File: src/rtl/pmu_pkg.sv
// Shared PMU key-path definitions: controller states and key geometry.
// Key width defaults and word-count helpers live here.
package pmu_pkg;

  localparam int KEY_LENGTH_DEF = 128;
  localparam int WORD_WIDTH_DEF = 32;

  typedef enum logic [2:0] {
    IDLE   = 3'd0,
    LOAD   = 3'd1,
    COMMIT = 3'd2,
    READY  = 3'd3,
    ZERO   = 3'd4
  } state_t;

  function automatic int nwords(
    input int key_len,
    input int word_w
  );
    return key_len / word_w;
  endfunction

  function automatic int cnt_width(
    input int n
  );
    return $clog2(n + 1);
  endfunction

endpackage

File: src/rtl/key_word_shifter.sv
// Key assembly: MSB-first word shift register and accepted-word counter.
// done flags that the word being shifted in this cycle completes the key.
module key_word_shifter
  import pmu_pkg::*;
#(
  parameter int KEY_LENGTH = KEY_LENGTH_DEF,
  parameter int WORD_WIDTH = WORD_WIDTH_DEF
) (
  input  logic                  clk,
  input  logic                  rst,
  input  logic                  clr,
  input  logic                  shift_en,
  input  logic [WORD_WIDTH-1:0] word_data,
  output logic [KEY_LENGTH-1:0] shift_q,
  output logic                  done
);

  localparam int NWORDS = nwords(KEY_LENGTH, WORD_WIDTH);
  localparam int CW     = cnt_width(NWORDS);
  localparam logic [CW-1:0] LAST = CW'(NWORDS - 1);

  logic [CW-1:0]         cnt_q;
  logic [KEY_LENGTH-1:0] shift_d;

  // Next shift value: older words move toward the MSB end.
  generate
    if (KEY_LENGTH > WORD_WIDTH) begin : g_multi
      assign shift_d = {
        shift_q[KEY_LENGTH-WORD_WIDTH-1:0],
        word_data
      };
    end else begin : g_single
      assign shift_d = word_data;
    end
  endgenerate

  assign done = shift_en && (cnt_q == LAST);

  // Shift register and counter; clear wins over shifting.
  always_ff @(posedge clk or posedge rst) begin
    if (rst) begin
      shift_q <= '0;
      cnt_q   <= '0;
    end else if (clr) begin
      shift_q <= '0;
      cnt_q   <= '0;
    end else if (shift_en) begin
      shift_q <= shift_d;
      cnt_q   <= cnt_q + 1'b1;
    end
  end

endmodule

File: src/rtl/key_load_ctrl.sv
// PMU key load sequencer: assemble, commit, grant and zeroize the key.
// Optional write-once locking is built when KEY_LOCK_EN is defined.
module key_load_ctrl
  import pmu_pkg::*;
#(
  parameter int KEY_LENGTH = KEY_LENGTH_DEF,
  parameter int WORD_WIDTH = WORD_WIDTH_DEF
) (
  input  logic                  clk,
  input  logic                  rst,
  input  logic                  load_start,
  input  logic                  word_valid,
  input  logic [WORD_WIDTH-1:0] word_data,
  output logic                  word_ready,
  input  logic                  zeroize,
  output logic                  key_write,
  output logic [KEY_LENGTH-1:0] key_data,
  output logic                  key_valid,
  input  logic                  key_req,
  output logic                  key_ack,
  output logic                  busy,
  output logic                  locked
);

  state_t state_q, state_d;

  logic                  clr;
  logic                  shift_en;
  logic                  done;
  logic [KEY_LENGTH-1:0] shift_q;
  logic                  reload;
  logic                  ack_fire;
  logic                  ack_q;
  logic                  served_q;

  key_word_shifter #(
    .KEY_LENGTH (KEY_LENGTH),
    .WORD_WIDTH (WORD_WIDTH)
  ) u_shifter (
    .clk       (clk),
    .rst       (rst),
    .clr       (clr),
    .shift_en  (shift_en),
    .word_data (word_data),
    .shift_q   (shift_q),
    .done      (done)
  );

`ifdef KEY_LOCK_EN
  logic lock_q;

  // Lock sets on commit; only zeroize or reset release it.
  always_ff @(posedge clk or posedge rst) begin
    if (rst) begin
      lock_q <= 1'b0;
    end else if (zeroize || state_q == ZERO) begin
      lock_q <= 1'b0;
    end else if (state_q == COMMIT) begin
      lock_q <= 1'b1;
    end
  end

  assign locked = lock_q;
`else
  assign locked = 1'b0;
`endif

  assign reload = load_start && !locked;

  // State register.
  always_ff @(posedge clk or posedge rst) begin
    if (rst) begin
      state_q <= IDLE;
    end else begin
      state_q <= state_d;
    end
  end

  // Next state and shifter control; zeroize overrides everything.
  always_comb begin
    state_d  = state_q;
    clr      = 1'b0;
    shift_en = 1'b0;
    if (zeroize) begin
      state_d = ZERO;
    end else begin
      unique case (state_q)
        IDLE: begin
          if (load_start) begin
            state_d = LOAD;
            clr     = 1'b1;
          end
        end
        LOAD: begin
          shift_en = word_valid;
          if (done) begin
            state_d = COMMIT;
          end
        end
        COMMIT: begin
          state_d = READY;
        end
        READY: begin
          if (reload) begin
            state_d = LOAD;
            clr     = 1'b1;
          end
        end
        ZERO: begin
          state_d = IDLE;
        end
        default: begin
          state_d = IDLE;
        end
      endcase
    end
    if (state_q == ZERO) begin
      clr = 1'b1;
    end
  end

  // One grant per rising request edge while the key is held.
  assign ack_fire = (state_q == READY) && key_req
                 && !served_q && !zeroize && !reload;

  // Grant pulse and request-served tracking.
  always_ff @(posedge clk or posedge rst) begin
    if (rst) begin
      ack_q    <= 1'b0;
      served_q <= 1'b0;
    end else begin
      ack_q <= ack_fire;
      if (!key_req || state_q != READY) begin
        served_q <= 1'b0;
      end else if (ack_fire) begin
        served_q <= 1'b1;
      end
    end
  end

  assign key_ack    = ack_q;
  assign word_ready = (state_q == LOAD);
  assign key_valid  = (state_q == READY);
  assign key_write  = (state_q == COMMIT) || (state_q == ZERO);
  assign key_data   = (state_q == COMMIT) ? shift_q : '0;
  assign busy       = (state_q == LOAD) || (state_q == COMMIT)
                   || (state_q == ZERO);

endmodule

File: config.mk
export PLATFORM = sky130hd
export DESIGN_NAME = key_load_ctrl
export DESIGN_NICKNAME = d
export VERILOG_FILES = /design/src/rtl/pmu_pkg.sv /design/src/rtl/key_word_shifter.sv /design/src/rtl/key_load_ctrl.sv
export SDC_FILE = /design/constraint.sdc
export NUM_CORES = 1
export LEC_CHECK = 0
export BUFFER_PORTS_ARGS = -buffer_cell sky130_fd_sc_hd__buf_4
export CORE_MARGIN = 8
export CORE_UTILIZATION = 35
export DETAILED_ROUTE_END_ITERATION = 16
export SLEW_MARGIN = 10
export SYNTH_ARGS = -nofsm -noshare
export SYNTH_HDL_FRONTEND = slang
export SYNTH_HIERARCHICAL = 1
export SYNTH_SLANG_ARGS = --single-unit
File: constraint.sdc
create_clock -name clk -period 4.3 [get_ports clk]
set_clock_uncertainty 0.2 [all_clocks]
set_input_delay 0.645 -clock clk [delete_from_list [all_inputs] [get_ports clk]]
set_output_delay 0.645 -clock clk [all_outputs]
set_load 0.01 [all_outputs]
# Yosys cells after proc, flatten, opt, wreduce, memory -nomap -nowiden
# Index checks and enable logic that the tools add are counted.
[op_classes]
addsub = 1
n_eq_ne = 8
n_mux = 17
n_reduce_logical = 18
[op_table]
columns = ["op", "count"]
rows = [
  ["$mux 128", 3],
  ["$mux 3", 5],
  ["$eq 3x2->1 const B", 3],
  ["$pmux 3 s3", 1],
  ["$mux 1", 8],
  ["$ne 3x1->1 const B", 2],
  ["$logic_and 1x1->1", 5],
  ["$logic_not 1->1", 4],
  ["$logic_or 1x1->1", 4],
  ["$reduce_bool 2->1", 2],
  ["$add 3x1->3 const B", 1],
  ["$eq 3x1->1 const B", 1],
  ["$eq 3x3->1 const B", 1],
  ["$logic_not 3->1", 1],
  ["$ne 3x2->1 const B", 1],
  ["$reduce_and 2->1", 1],
  ["$reduce_or 2->1", 1],
]
[word_totals]
register_bits = 136
output_inout_bits = 134

# Depth between registers and ports, before layout
# Gate-level depths: netlist of run 1.
[depth]
depth_word = 7
mapped_depth = 10
mapped_depth_nobuf = 6

# Cells and area by module
# The synthesis of run 1 kept the hierarchy.
[by_module_without_submodules]
columns = ["mod", "n_inst", "cells_per_inst", "area_per_inst_um2", "seq_area_each_um2"]
rows = [
  ["key_word_shifter", 1, 428, 5377.7, 3278.1],
  ["key_load_ctrl", 1, 178, 1244.9, 125.1],
]

# Least setup slack after synthesis of run 1
# Ideal clock, no wire load.
[synth_path]
path_type = "register to register"
startpoint = "register state_q[2]"
endpoint = "register state_q[1]"
setup_ns = 0.086
arrival_time_ns = 1.981
setup_slack_ns = 2.033
path_stages_with_launch = 11
synth_period_minus_slack_ns = 2.267
path_cell_list = "dfrtp_1 > buf_2 > nor3b_1 > and3_1 > buf_4 > buf_8 > buf_8 > and2_1 > and3b_1 > a21oi_1 > nor3_1"
[synth_via]
elab_chain_len = 6
elab_cells_between_ends = 13
[synth_lines]
columns = ["element", "line_no", "rtl"]
rows = [
  ["start: declaration", "key_load_ctrl.sv:25", "state_t state_q, state_d;"],
  ["start signal: assignment", "key_load_ctrl.sv:75", "state_q <= state_d;"],
  ["$eq 3x1->1", "--", ""],
  ["net word_ready", "key_load_ctrl.sv:14", "output logic word_ready,"],
  ["$mux 1", "key_load_ctrl.sv:87", "unique case (state_q)"],
  ["$mux 1", "key_load_ctrl.sv:84", "if (zeroize) begin"],
  ["net shift_en", "key_load_ctrl.sv:28", "logic shift_en;"],
  ["$logic_and 1x1->1", "key_word_shifter.sv:37", "assign done = shift_en && (cnt_q == LAST);"],
  ["net done", "key_load_ctrl.sv:29", "logic done;"],
  ["$ne 3x1->1 (no line)", "--", ""],
  ["$reduce_and 2->1 (no line)", "--", ""],
]
# The timed path passes the listed nets, and every way through them passes these cells.
# A chain may end at the register's enable or synchronous reset.

# Worst setup path in the final report of run 1
[layout_path]
startpoint = "register state_q[1]"
endpoint = "output key_data[107]"
[layout_via]
elab_chain_len = 2
[layout_lines]
columns = ["element", "line_no", "rtl"]
rows = [
  ["$eq 3x2->1", "key_load_ctrl.sv:145", "assign key_data = (state_q == COMMIT) ? shift_q : '0;"],
  ["$mux 128", "key_load_ctrl.sv:145", ""],
  ["end: declaration", "key_load_ctrl.sv:17", "output logic [KEY_LENGTH-1:0] key_data,"],
]
# Every way passes these cells.

==> results of run 1 <==
## state kept, by name, summed over array words and instances, names as in the netlist
signal / flops
served_q: 1
u_shifter/shift_q: 128
u_shifter/cnt_q: 3
state_q: 3
key_ack: 1
## kinds of logic (layout without fill, tap and decap cells)
family,after synthesis,after routing
AO/OA/AOI/OAI,5,5
XOR/XNOR,2,2
adder cells (fa/ha/maj),2,2
buffers and inverters,53,214
flip-flops,136,136
multiplexers,129,129
other,1,1
AND/OR/NAND/NOR,278,278
## area by class of cell
cell class | count | area share
Inverter | 4 | 0.002210
Tap cell | 234 | 0.03448
Clock inverter | 9 | 0.01444
Multi-Input combinational cell | 417 | 0.3292
Timing Repair Buffer | 179 | 0.1630
Clock buffer | 22 | 0.05585
Sequential cell | 136 | 0.4008
## through the flow
| step | util | power, mW | setup slack, ns | std cells | cell area (µm²) |
|---|---|---|---|---|---|
| 3_5_place_dp | 0.4229 | 1.432 | 1.649 | 969 | 7884 |
| 2_1_floorplan | - | 1.383 | 1.832 | 606 | 6626 |
| 5_1_grt | 0.4554 | 2.987 | 1.289 | 1001 | 8491 |
| 4_1_cts | 0.4554 | 2.920 | 1.400 | 1001 | 8491 |
| 6_report | 0.4554 | 2.878 | 1.432 | 1001 | 8491 |
| 3_3_place_gp | 0.4229 | 1.429 | 1.763 | 969 | 7884 |
## path summary, 6_finish.rpt
| path | start | endpoint | slack [ns] |
|---|---|---|---|
| worst max-delay path | state_q[1]$_DFFE_PP0P_ | key_data[107] | 1.43 |
| worst min-delay path | zeroize | state_q[2]$_DFFE_PP0P_ | 0.19 |
| worst max register to register | state_q[0]$_DFFE_PP0P_ | u_shifter/shift_q[50]$_DFFE_PP0P_ | 1.66 |
| worst min register to register | served_q$_DFFE_PP0P_ | key_ack$_DFF_PP0_ | 0.23 |
| max in group asynchronous | rst | u_shifter/shift_q[114]$_DFFE_PP0P_ | 2.54 |
| min in group asynchronous | rst | key_ack$_DFF_PP0_ | 0.50 |
## routing by layer
layer	track usage	up-vias	part of all wire
met3	0.03055	13	0.040
met4	0.04760	0	0.013
met2	0.2160	104	0.48
met1	0.1692	2290	0.47
met5	0	-	0
li1	-	2261	-
## where the power goes
group          switching (mW)  internal, mW  leakage (nW)
Combinational          0.0768        0.0405          1.78
Clock                   0.522         0.950         0.296
Sequential            0.00462          1.28          1.90
Total                   0.604          2.27          3.97
## timing repair
item | in CTS | in global routing
endpoints found under the hold margin | 5 | 0
gates resized for setup | 0 | 0
hold buffers | 1 | 0
endpoints found under the setup margin | 0 | 0
## placed cells by master, fill, tap and decap left out, drive strengths merged, types with 2 or more instances in the layout
cell / Yosys / routed
buf: 36 / 178
dfrtp: 136 / 136
nor2: 135 / 135
and2: 129 / 129
mux2i: 129 / 129
clkbuf: 13 / 22
clkinv: 0 / 5
nand2: 3 / 3
a21oi: 3 / 3
inv: 4 / 3
bufinv: 0 / 3
or2: 2 / 2
nor3: 2 / 2
and3b: 2 / 2
xnor2: 2 / 2
clkinvlp: 0 / 2
ha: 2 / 2
nor3b: 2 / 2
## critical path, cell delays in order, from the launching register on
cell	delay (ns)
dfrtp_1	0.50
nor3b_4	0.25
buf_4	0.44
and2_1	0.25
buf_4	0.14
==> results.md, run 1 <==
* Share of layout cells above drive strength 1 at 0.2777
* Register area at 3403 µm²
* Yosys reg bits at 136
* Vias in the first global route at 4949
* Die Wd at 153.6 µm
* Worst Tran Pin Value at 0.7385 ns
* # diodes at 0
* Leak at 3.972 nW
* CTS buffer count at 17
* Site Rows at 50
* Post-synthesis cell type count at 27
* Status: complete, no violations
* Mean area per synthesized cell at 10.93 µm²
* Vias at 4668
* Fin Setup TNS at 0 ns
* Max-cap viol count at 0
* Die Area at 23580 µm²
* Largest area contributor in the netlist: dfrtp_1
* Simple-gate share of the synthesized area at 0.2118
* Hpwl dp at 10570 µm
* Multiplexer share of the synthesized area at 0.1950
* Total core area at 18640 µm²
* Element type at the critical path start: flip-flop
* Most used DFF post-synth: dfrtp_1
* DR iter-0 viols at 295
* Nets at 795
* Worst-path clk slew at 0.06 ns
* Worst hold stages at 1
* Filler cells at 1794
* CP max FO at 66
* Synth Area in Compound Gates at 0.004534
* Area occupied by multi-input gates at 2795 µm²
* Total Routing Usage GR at 0.1324
* Mapped Nets at 646
* First-pass DRT Iterations at 4
* Slew Limit Fails at 0
* Commonest cells post-synth: dfrtp_1, nor2_1, and2_1, mux2i_1, clkbuf_1
* Clk Latency, worst-skew pair at 0.41 ns
* R2R depth at 5
* Final setup vio count at 0
* Clk root buf: clkbuf_16
* Die height at 153.6 µm
* Async SR Flop Fraction at 1.000
* Effective utilization at floorplan at 0.3552
* Power density cells at 339.0 nW/µm²
* Residual DRC count at 0
* Arrival @ worst endpoint at 2.02 ns
* Post-synthesis xor/xnor area fraction at 0.002645
* Mapped cell area at 6623 µm²
* RSZ-0062 raised after global routing: false
* Overflow left after global routing at 0
* Routed wire per std cell at 15.45 µm
* Final worst-path cycle share at 0.6669
* Peak supply drop at 0.2615 mV
* CTS tree: done
* Antenna viol nets, final at 0
* WHS at 0.1933 ns
* Type of destination of the critical path: output port
* Via-per-instance ratio at 4.663
* Min-Delay Path Class: primary input to flip-flop
* Initial antenna violation count at 0
* Count leader, synth: dfrtp_1
* Sink Count at 136
* Final hold violation count at 0
* Synth top area share at 0.5139
* Cells after synthesis at 606
* Post-synthesis sequential area ratio at 0.5139
* Slew margin rel. at 0.5077
* H-tree levels at 4
* EDFF count, synth at 0
* Top cells by area, synth: dfrtp_1, mux2i_1, and2_1
* Boundary Pins at 172
* Critical Path RT at 3.45 ns
* Area delta synth->final at 28.21%
* Min Tclk post-route at 2.868 ns
* Placer Congestion at 0.7473
* Largest net degree at the start of global routing at 132
* Critical path type: flip-flop to output port
* Synth Area in Adders at 0.003779
* Fmax at 0.3487 GHz
* Longest Clk Path Bufs at 2
* First-pass GRT wire length at 25810 µm
* Largest family of logic cells by synthesized area: simple AND/OR/NAND/NOR gates
* Synth Warn # at 6
* Setup repair bufs after CTS at 0
* Routed WL at 15470 µm
* Port buffer count at 170
No activity file was read; power rests on OpenSTA's default activity.
==> inputs of run 2 (changes only) <==
--- a/config.mk
+++ b/config.mk
@@ -5,6 +5,7 @@
 export SDC_FILE = /design/constraint.sdc
 export NUM_CORES = 1
 export LEC_CHECK = 0
+export ABC_AREA = 1
 export BUFFER_PORTS_ARGS = -buffer_cell sky130_fd_sc_hd__buf_4
 export CORE_MARGIN = 8
 export CORE_UTILIZATION = 35
==> constraint.sdc (replaced) <==
create_clock -name clk -period 2.95 [get_ports clk]
set_clock_uncertainty 0.2 [all_clocks]
set_input_delay 0.4425 -clock clk [delete_from_list [all_inputs] [get_ports clk]]
set_output_delay 0.4425 -clock clk [all_outputs]
set_load 0.01 [all_outputs]
==> run 2 against run 1 <==
Clock-buffer cell count up 2. Worst setup slack got worse by 1.0 ns. Clock power increased by 43%. Synthesized area decreased by 0.13%. Via count is 21% higher. Routed wire length is 16% higher. Synthesized cell count up 47%. Non-clock buffer count is 5 higher. Global-route usage increased by 2.2 points. Combinational power increased to 2.9 times the previous value. Total power up 50%. Critical endpoint is now key_data[68].
==> results.md, run 2 <==
* Cells after synthesis at 893 (+47%)
* Dpl cell area at 8004 µm² (+1.5%)
* Min-Delay Path Class: primary input to flip-flop
* Mapped Nets at 933 (+44%)
* CP most frequent cell: buf_4
* Switching portion of total power at 0.2350 (+0.02532)
* Total Routing Usage GR at 0.1548 (+0.02236)
* Slew margin rel. at 0.5178 (+0.01017)
* First-pass GRT wire length at 29460 µm (+14%)
* Fmax at 0.3977 GHz
* Hpwl dp at 12260 µm (+16%)
* Synth top area share at 0.5146 (+0.0006805)
* Finished Cell Area at 8610 µm² (+1.4%)
* Largest net degree at the start of global routing at 133 (+0.76%)
* Residual DRC count at 0 (unchanged)
* Die height at 153.5 µm (about the same)
* CTS buffer count at 17 (unchanged)
* Setup repair bufs after CTS at 0 (unchanged)
* Largest register FFs at 128 (unchanged)
* Vias at 5653 (+21%)
* Flop pwr share at 0.437 (-0.011)
* Worst Tran Pin Value at 0.7233 ns (-0.01526 ns)
* Initial antenna violation count at 0 (unchanged)
* Worst Path Buf+Inv at 3 (+1)
* Hold_buf cts at 2 (+1)
* Leak at 4.484 nW (+13%)
* Setup ws final at 0.4358 ns (-0.9964 ns)
* Min Tclk post-route at 2.514 ns
* Arrival @ worst endpoint at 1.87 ns (-0.15 ns)
* Reg with most FFs: u_shifter/shift_q
* CTS tree: done
* Combinational Power Share at 0.078 (+0.037)
* Die Wd at 153.5 µm (about the same)
* Commonest cells post-synth: nand2_1, inv_1, nand3_1
* Critical path's top delay family: buffers and inverters
* Post-synthesis sequential area ratio at 0.5146 (+0.0006805)
* Overflow left after global routing at 0 (unchanged)
* Largest area contributor in the netlist: dfrtp_1
* Post-synthesis cell type count at 19 (-30%)
* Sw Pwr at 1.017 mW (+68%)
* Synth Warn # at 6 (unchanged)
* Final worst-path cycle share at 0.8523
* Vias in the first global route at 5508 (+11%)
* Mapped cell area at 6614 µm² (-0.13%)
* Fin Setup TNS at 0 ns (unchanged)
* Total core area at 18640 µm² (unchanged)
* Most frequent cells in the layout: nand2_1, buf_4, inv_1
* Clock network power share at 0.485 (-0.026)
* EDFF count, synth at 0 (unchanged)
* Final hold violation count at 0 (unchanged)
* Area delta synth->final at 30.17%
* Final setup vio count at 0 (unchanged)
* Yosys reg bits at 136 (unchanged)
* Critical Path RT at 2.31 ns (-1.14 ns)
* Routed WL at 18000 µm (+16%)
* Worst-path clk slew at 0.06 ns (about the same)
* Clk Latency, worst-skew pair at 0.41 ns (about the same)
* Slew Limit Fails at 0 (unchanged)
* P_int at 3.310 mW (+46%)
* Mean area per synthesized cell at 7.406 µm² (-32%)
* Die Area at 23550 µm² (-0.12%)
* CP max FO at 55 (-17%)
* Async SR Flop Fraction at 1.000 (unchanged)
* Share of layout cells above drive strength 1 at 0.2057 (-0.07199)
* Longest Clk Path Bufs at 2 (unchanged)
* Clk root buf: clkbuf_16
* Effective utilization at floorplan at 0.3548 (-0.0004698)
* Critical path type: flip-flop to output port
* H-tree levels at 4 (unchanged)
* Top cells by area, synth: dfrtp_1, nand2_1, nand3_1
* Antenna viol nets, final at 0 (unchanged)
* Power density cells at 502.6 nW/µm² (+48%)
* Max-cap viol count at 0 (unchanged)
* Port buffer count at 170 (unchanged)
* DR iter-0 viols at 480 (+63%)
* Routed wire per std cell at 14.02 µm (-9.3%)
* Boundary Pins at 172 (unchanged)
* Count leader, synth: nand2_1
* Element type at the critical path start: flip-flop
* Nets at 1077 (+35%)
* Via-per-instance ratio at 4.403 (-5.6%)
* Type of destination of the critical path: output port
* Most used DFF post-synth: dfrtp_1
* Peak supply drop at 0.3788 mV (+45%)
* Largest registers: u_shifter/shift_q: 128 flops, state_q: 3 flops, u_shifter/cnt_q: 3 flops
* Sink Count at 136 (unchanged)
* # diodes at 0 (unchanged)
* CTS resizes at 0 (unchanged)
* Critical-path cell list: inv_1 > nand3_4 > buf_4 > nor2_1 > buf_4
* CP peak stage delay at 0.44 ns (-0.06 ns)
* Status: complete, no violations
* Site Rows at 50 (unchanged)
* Placer Congestion at 0.7814 (+4.6%)
* Post-place setup slack at 0.6952 ns (-0.9541 ns)
* Slowest CP cell: buf_4
* Commonest non-fill, non-tap cell in the layout: nand2_1
* First-pass DRT Iterations at 5 (+1)
* RSZ-0062 raised after global routing: false
-- run 2: power groups by stage --
stage | Clock (mW) | Combinational (mW) | Sequential [mW]
2_1_floorplan | 0 | 0.226 | 1.92
3_3_place_gp | 0 | 0.341 | 1.92
3_5_place_dp | 0 | 0.341 | 1.92
4_1_cts | 2.15 | 0.343 | 1.89
5_1_grt | 2.23 | 0.376 | 1.89
6_report | 2.10 | 0.337 | 1.89
-- run 2: final timing paths --
kind / cells past startpoint / end / startpoint / slack (ns)
max: 5 / key_data[68] / state_q[2]$_DFFE_PP0P_ / 0.44
min: 3 / u_shifter/shift_q[28]$_DFFE_PP0P_ / word_data[28] / 0.05
max reg2reg: 12 / state_q[0]$_DFFE_PP0P_ / state_q[0]$_DFFE_PP0P_ / 0.70
min reg2reg: 2 / u_shifter/shift_q[108]$_DFFE_PP0P_ / u_shifter/shift_q[108]$_DFFE_PP0P_ / 0.27
max in group asynchronous: 4 / u_shifter/shift_q[36]$_DFFE_PP0P_ / rst / 1.41
min in group asynchronous: 3 / served_q$_DFFE_PP0P_ / rst / 0.30
-- run 2: metal layers --
metal | up-vias | track usage | part of all wire
li1 | 2946 | - | -
met1 | 2557 | 0.2151 | 0.50
met2 | 135 | 0.2263 | 0.44
met3 | 15 | 0.04652 | 0.057
met4 | 0 | 0.04853 | 0.012
met5 | - | 0 | 0
-- run 2: area by class of cell --
type | instances | area, µm²
Sequential cell | 136 | 3403
Clock buffer | 24 | 491.7
Clock inverter | 8 | 93.84
Tap cell | 234 | 292.8
Inverter | 142 | 539.3
Multi-Input combinational cell | 556 | 2315
Timing Repair Buffer | 184 | 1474
Fill cell | 1931 | 10030
-- run 2: per-stage QoR --
step | cells | hold slack [ns] | utilization | power (mW)
CTS | 1284 | 0.03580 | 0.4618 | 4.380
finish | 1284 | 0.05454 | 0.4618 | 4.327
global route | 1284 | 0.04694 | 0.4618 | 4.497
detailed placement | 1250 | 0.1798 | 0.4293 | 2.265
floorplan | 893 | 0.02102 | - | 2.147
global placement | 1250 | 0.1813 | 0.4293 | 2.264
-- run 2: worst min-delay path, cell delays in order --
cell,delay (ns)
buf_4,0.08
nand3_1,0.06
nand2_1,0.06
-- run 2: logic make-up (layout without fill, tap and decap cells) --
group | Yosys count | after routing | share of synthesized area
and+or+nand+nor | 550 | 550 | 0.3411
buffers and inverters | 201 | 358 | 0.1377
DFF | 136 | 136 | 0.5146
AOI/OAI and AO/OA | 3 | 3 | 0.002269
adders and majority gates | 2 | 2 | 0.003783
other | 1 | 1 | 0.0005670
==> inputs of run 3 (changes only) <==
==> constraint.sdc (replaced) <==
create_clock -name clk -period 3 [get_ports clk]
set_clock_uncertainty 0.2 [all_clocks]
set_input_delay 0.45 -clock clk [delete_from_list [all_inputs] [get_ports clk]]
set_output_delay 0.45 -clock clk [all_outputs]
set_load 0.01 [all_outputs]
==> run 3 against run 2 <==
Total power fell by 0.99%. Critical path depth did not move. Final area decreased by 0.54%. Largest cell class unchanged.
==> results.md, run 3 (same netlist as run 2, synthesis figures left out) <==
* Clock network power share at 0.494 (+0.009)
* Commonest non-fill, non-tap cell in the layout: nand2_1
* Residual DRC count at 0 (unchanged)
* Final worst-path cycle share at 0.8481
* First-pass GRT wire length at 29930 µm (+1.6%)
* Final hold violation count at 0 (unchanged)
* Setup repair bufs after CTS at 0 (unchanged)
* Worst Tran Pin Value at 0.7670 ns (+0.04371 ns)
* Element type at the critical path start: flip-flop
* Nets at 1074 (-0.28%)
* Flop pwr share at 0.434 (-0.003)
* # diodes at 0 (unchanged)
* H-tree levels at 4 (unchanged)
* Hpwl dp at 12040 µm (-1.8%)
* CP max FO at 43 (-22%)
* Sw Pwr at 0.9868 mW (-3.0%)
* Min-delay src: word_data[27]
* Routed WL at 18110 µm (+0.57%)
* Post-place setup slack at 0.7604 ns (+0.06520 ns)
* Slew Limit Fails at 0 (unchanged)
* CTS resizes at 0 (unchanged)
* Endpoint, Worst Hold: u_shifter/shift_q[27]$_DFFE_PP0P_
* Min Tclk post-route at 2.544 ns
* Largest registers: u_shifter/shift_q: 128 flops, state_q: 3 flops, u_shifter/cnt_q: 3 flops
* Worst reg2reg setup slack at 0.73 ns (+0.03 ns)
* Sink Count at 136 (unchanged)
* Dpl cell area at 7944 µm² (-0.75%)
* WHS at 0.06069 ns (+0.006154 ns)
* CTS buffer count at 17 (unchanged)
* Largest register FFs at 128 (unchanged)
* Leak at 4.445 nW (-0.89%)
* Arrival @ worst endpoint at 1.89 ns (+0.02 ns)
* Worst r2r src: state_q[2]$_DFFE_PP0P_
* Fin cells at 1280 (-0.31%)
* Power density cells at 500.3 nW/µm² (-0.45%)
* Clk root buf: clkbuf_16
* Share of layout cells above drive strength 1 at 0.2017 (-0.003993)
* Routed wire per std cell at 14.14 µm (+0.89%)
* Die height at 153.5 µm (unchanged)
* Largest net degree at the start of global routing at 132 (-0.75%)
* Critical path type: flip-flop to output port
* First-pass DRT Iterations at 4 (-1)
* Total Routing Usage GR at 0.1563 (+0.001565)
* Combinational Power Share at 0.072 (-0.006)
* Clk Latency, worst-skew pair at 0.41 ns (about the same)
* Critical-path cell list: inv_1 > nand3_4 > buf_4 > nor2_1 > buf_4
* Total core area at 18640 µm² (unchanged)
* Finished Cell Area at 8563 µm² (-0.54%)
* Total Power at 4.285 mW (-0.99%)
* Setup ws final at 0.4558 ns (+0.02001 ns)
* Via-per-instance ratio at 4.498 (+2.2%)
* Max-cap viol count at 0 (unchanged)
* CP most frequent cell: buf_4
* Area delta synth->final at 29.47%
* Initial antenna violation count at 0 (unchanged)
* Final setup vio count at 0 (unchanged)
* Worst hold stages at 3 (unchanged)
* Most frequent cells in the layout: nand2_1, buf_4, inv_1
* Port buffer count at 170 (unchanged)
* RSZ-0062 raised after global routing: false
* Slowest CP cell: dfrtp_1
* Type of destination of the critical path: output port
* Filler cells at 1914 (-0.88%)
* Die Area at 23550 µm² (unchanged)
* Peak supply drop at 0.3634 mV (-4.1%)
* Placer Congestion at 0.7854 (+0.51%)
* Switching portion of total power at 0.2303 (-0.004688)
* Critical Path RT at 2.35 ns (+0.04 ns)
* R2R depth at 9 (-3)
* Fin util at 0.4593 (-0.002483)
* Fmax at 0.3931 GHz
* Slew margin rel. at 0.4887 (-0.02914)
* Min-Delay Path Class: primary input to flip-flop
* CTS tree: done
* Worst reg2reg path endpoint: u_shifter/shift_q[10]$_DFFE_PP0P_
* Fin Setup TNS at 0 ns (unchanged)
* CP peak stage delay at 0.41 ns (-0.03 ns)
* Site Rows at 50 (unchanged)
* Antenna viol nets, final at 0 (unchanged)
* Longest Clk Path Bufs at 2 (unchanged)
* Vias in the first global route at 5627 (+2.2%)
* Status: complete, no violations
* Cell total after placement at 1247 (-0.24%)
* Worst-path clk slew at 0.06 ns (about the same)
* DR iter-0 viols at 450 (-6.3%)
* Vias at 5758 (+1.9%)
* Boundary Pins at 172 (unchanged)
* Die Wd at 153.5 µm (unchanged)
* Overflow left after global routing at 0 (unchanged)
* Effective utilization at floorplan at 0.3548 (unchanged)
* Reg with most FFs: u_shifter/shift_q
* P_int at 3.298 mW (-0.38%)
==> run 3: cell count changes in the layout (fill, tap and decap cells not counted), sizes merged <==
cell / before / now
clkinv: 6 / 1
buf: 182 / 179
clkinvlp: 1 / 4
bufinv: 2 / 3
==> run 3: what timing repair did <==
action / 4_1_cts / 5_1_grt
hold endpoints to repair: 7 / 0
hold buffers: 2 / 0
endpoints found under the setup margin: 0 / 0
==> run 3: critical path: cells and delay by family (launching register included) <==
kind                   cells  cell delay [ns]
buffers and inverters      3             0.65
AND/OR/NAND/NOR            2             0.41
flip-flops                 1             0.41
==> run 3: how the worst max path moves through the flow <==
stage / start / end / slack (ns) / cells after the start
3_3_place_gp: state_q[2]$_DFFE_PP0P_ / u_shifter/shift_q[120]$_DFFE_PP0P_ / 0.80 / 9
5_1_grt: state_q[2]$_DFFE_PP0P_ / key_data[34] / 0.28 / 5
4_1_cts: state_q[2]$_DFFE_PP0P_ / key_data[34] / 0.40 / 5
3_5_place_dp: state_q[2]$_DFFE_PP0P_ / u_shifter/shift_q[10]$_DFFE_PP0P_ / 0.76 / 9
2_1_floorplan: rst / u_shifter/cnt_q[0]$_DFFE_PP0P_ / 0.73 / 1
6_report: state_q[2]$_DFFE_PP0P_ / key_data[47] / 0.46 / 5
==> run 3: power groups by stage <==
| stage | registers (mW) | clock network [mW] | logic [mW] |
|---|---|---|---|
| floorplan | 1.89 | 0 | 0.223 |
| global placement | 1.89 | 0 | 0.314 |
| detailed placement | 1.89 | 0 | 0.313 |
| CTS | 1.86 | 2.16 | 0.315 |
| global route | 1.86 | 2.24 | 0.344 |
| finish | 1.86 | 2.11 | 0.310 |
==> run 3: final cells by class <==
| type | instances | area, µm² | share of cell area |
|---|---|---|---|
| clock buffers | 24 | 481.7 | 0.05625 |
| clock inverters | 7 | 117.6 | 0.01373 |
| inverters | 142 | 539.3 | 0.06297 |
| multi-input cells | 556 | 2315 | 0.2703 |
| flip-flops and latches | 136 | 3403 | 0.3974 |
| well taps | 234 | 292.8 | 0.03419 |
| repair buffers | 181 | 1414 | 0.1651 |
==> run 3: layer usage <==
metal / share of wire / up-vias / track usage
met5: 0 / - / 0
met4: 0.016 / 0 / 0.05926
met3: 0.049 / 19 / 0.04060
met2: 0.44 / 124 / 0.2276
met1: 0.49 / 2673 / 0.2182
li1: - / 2942 / -
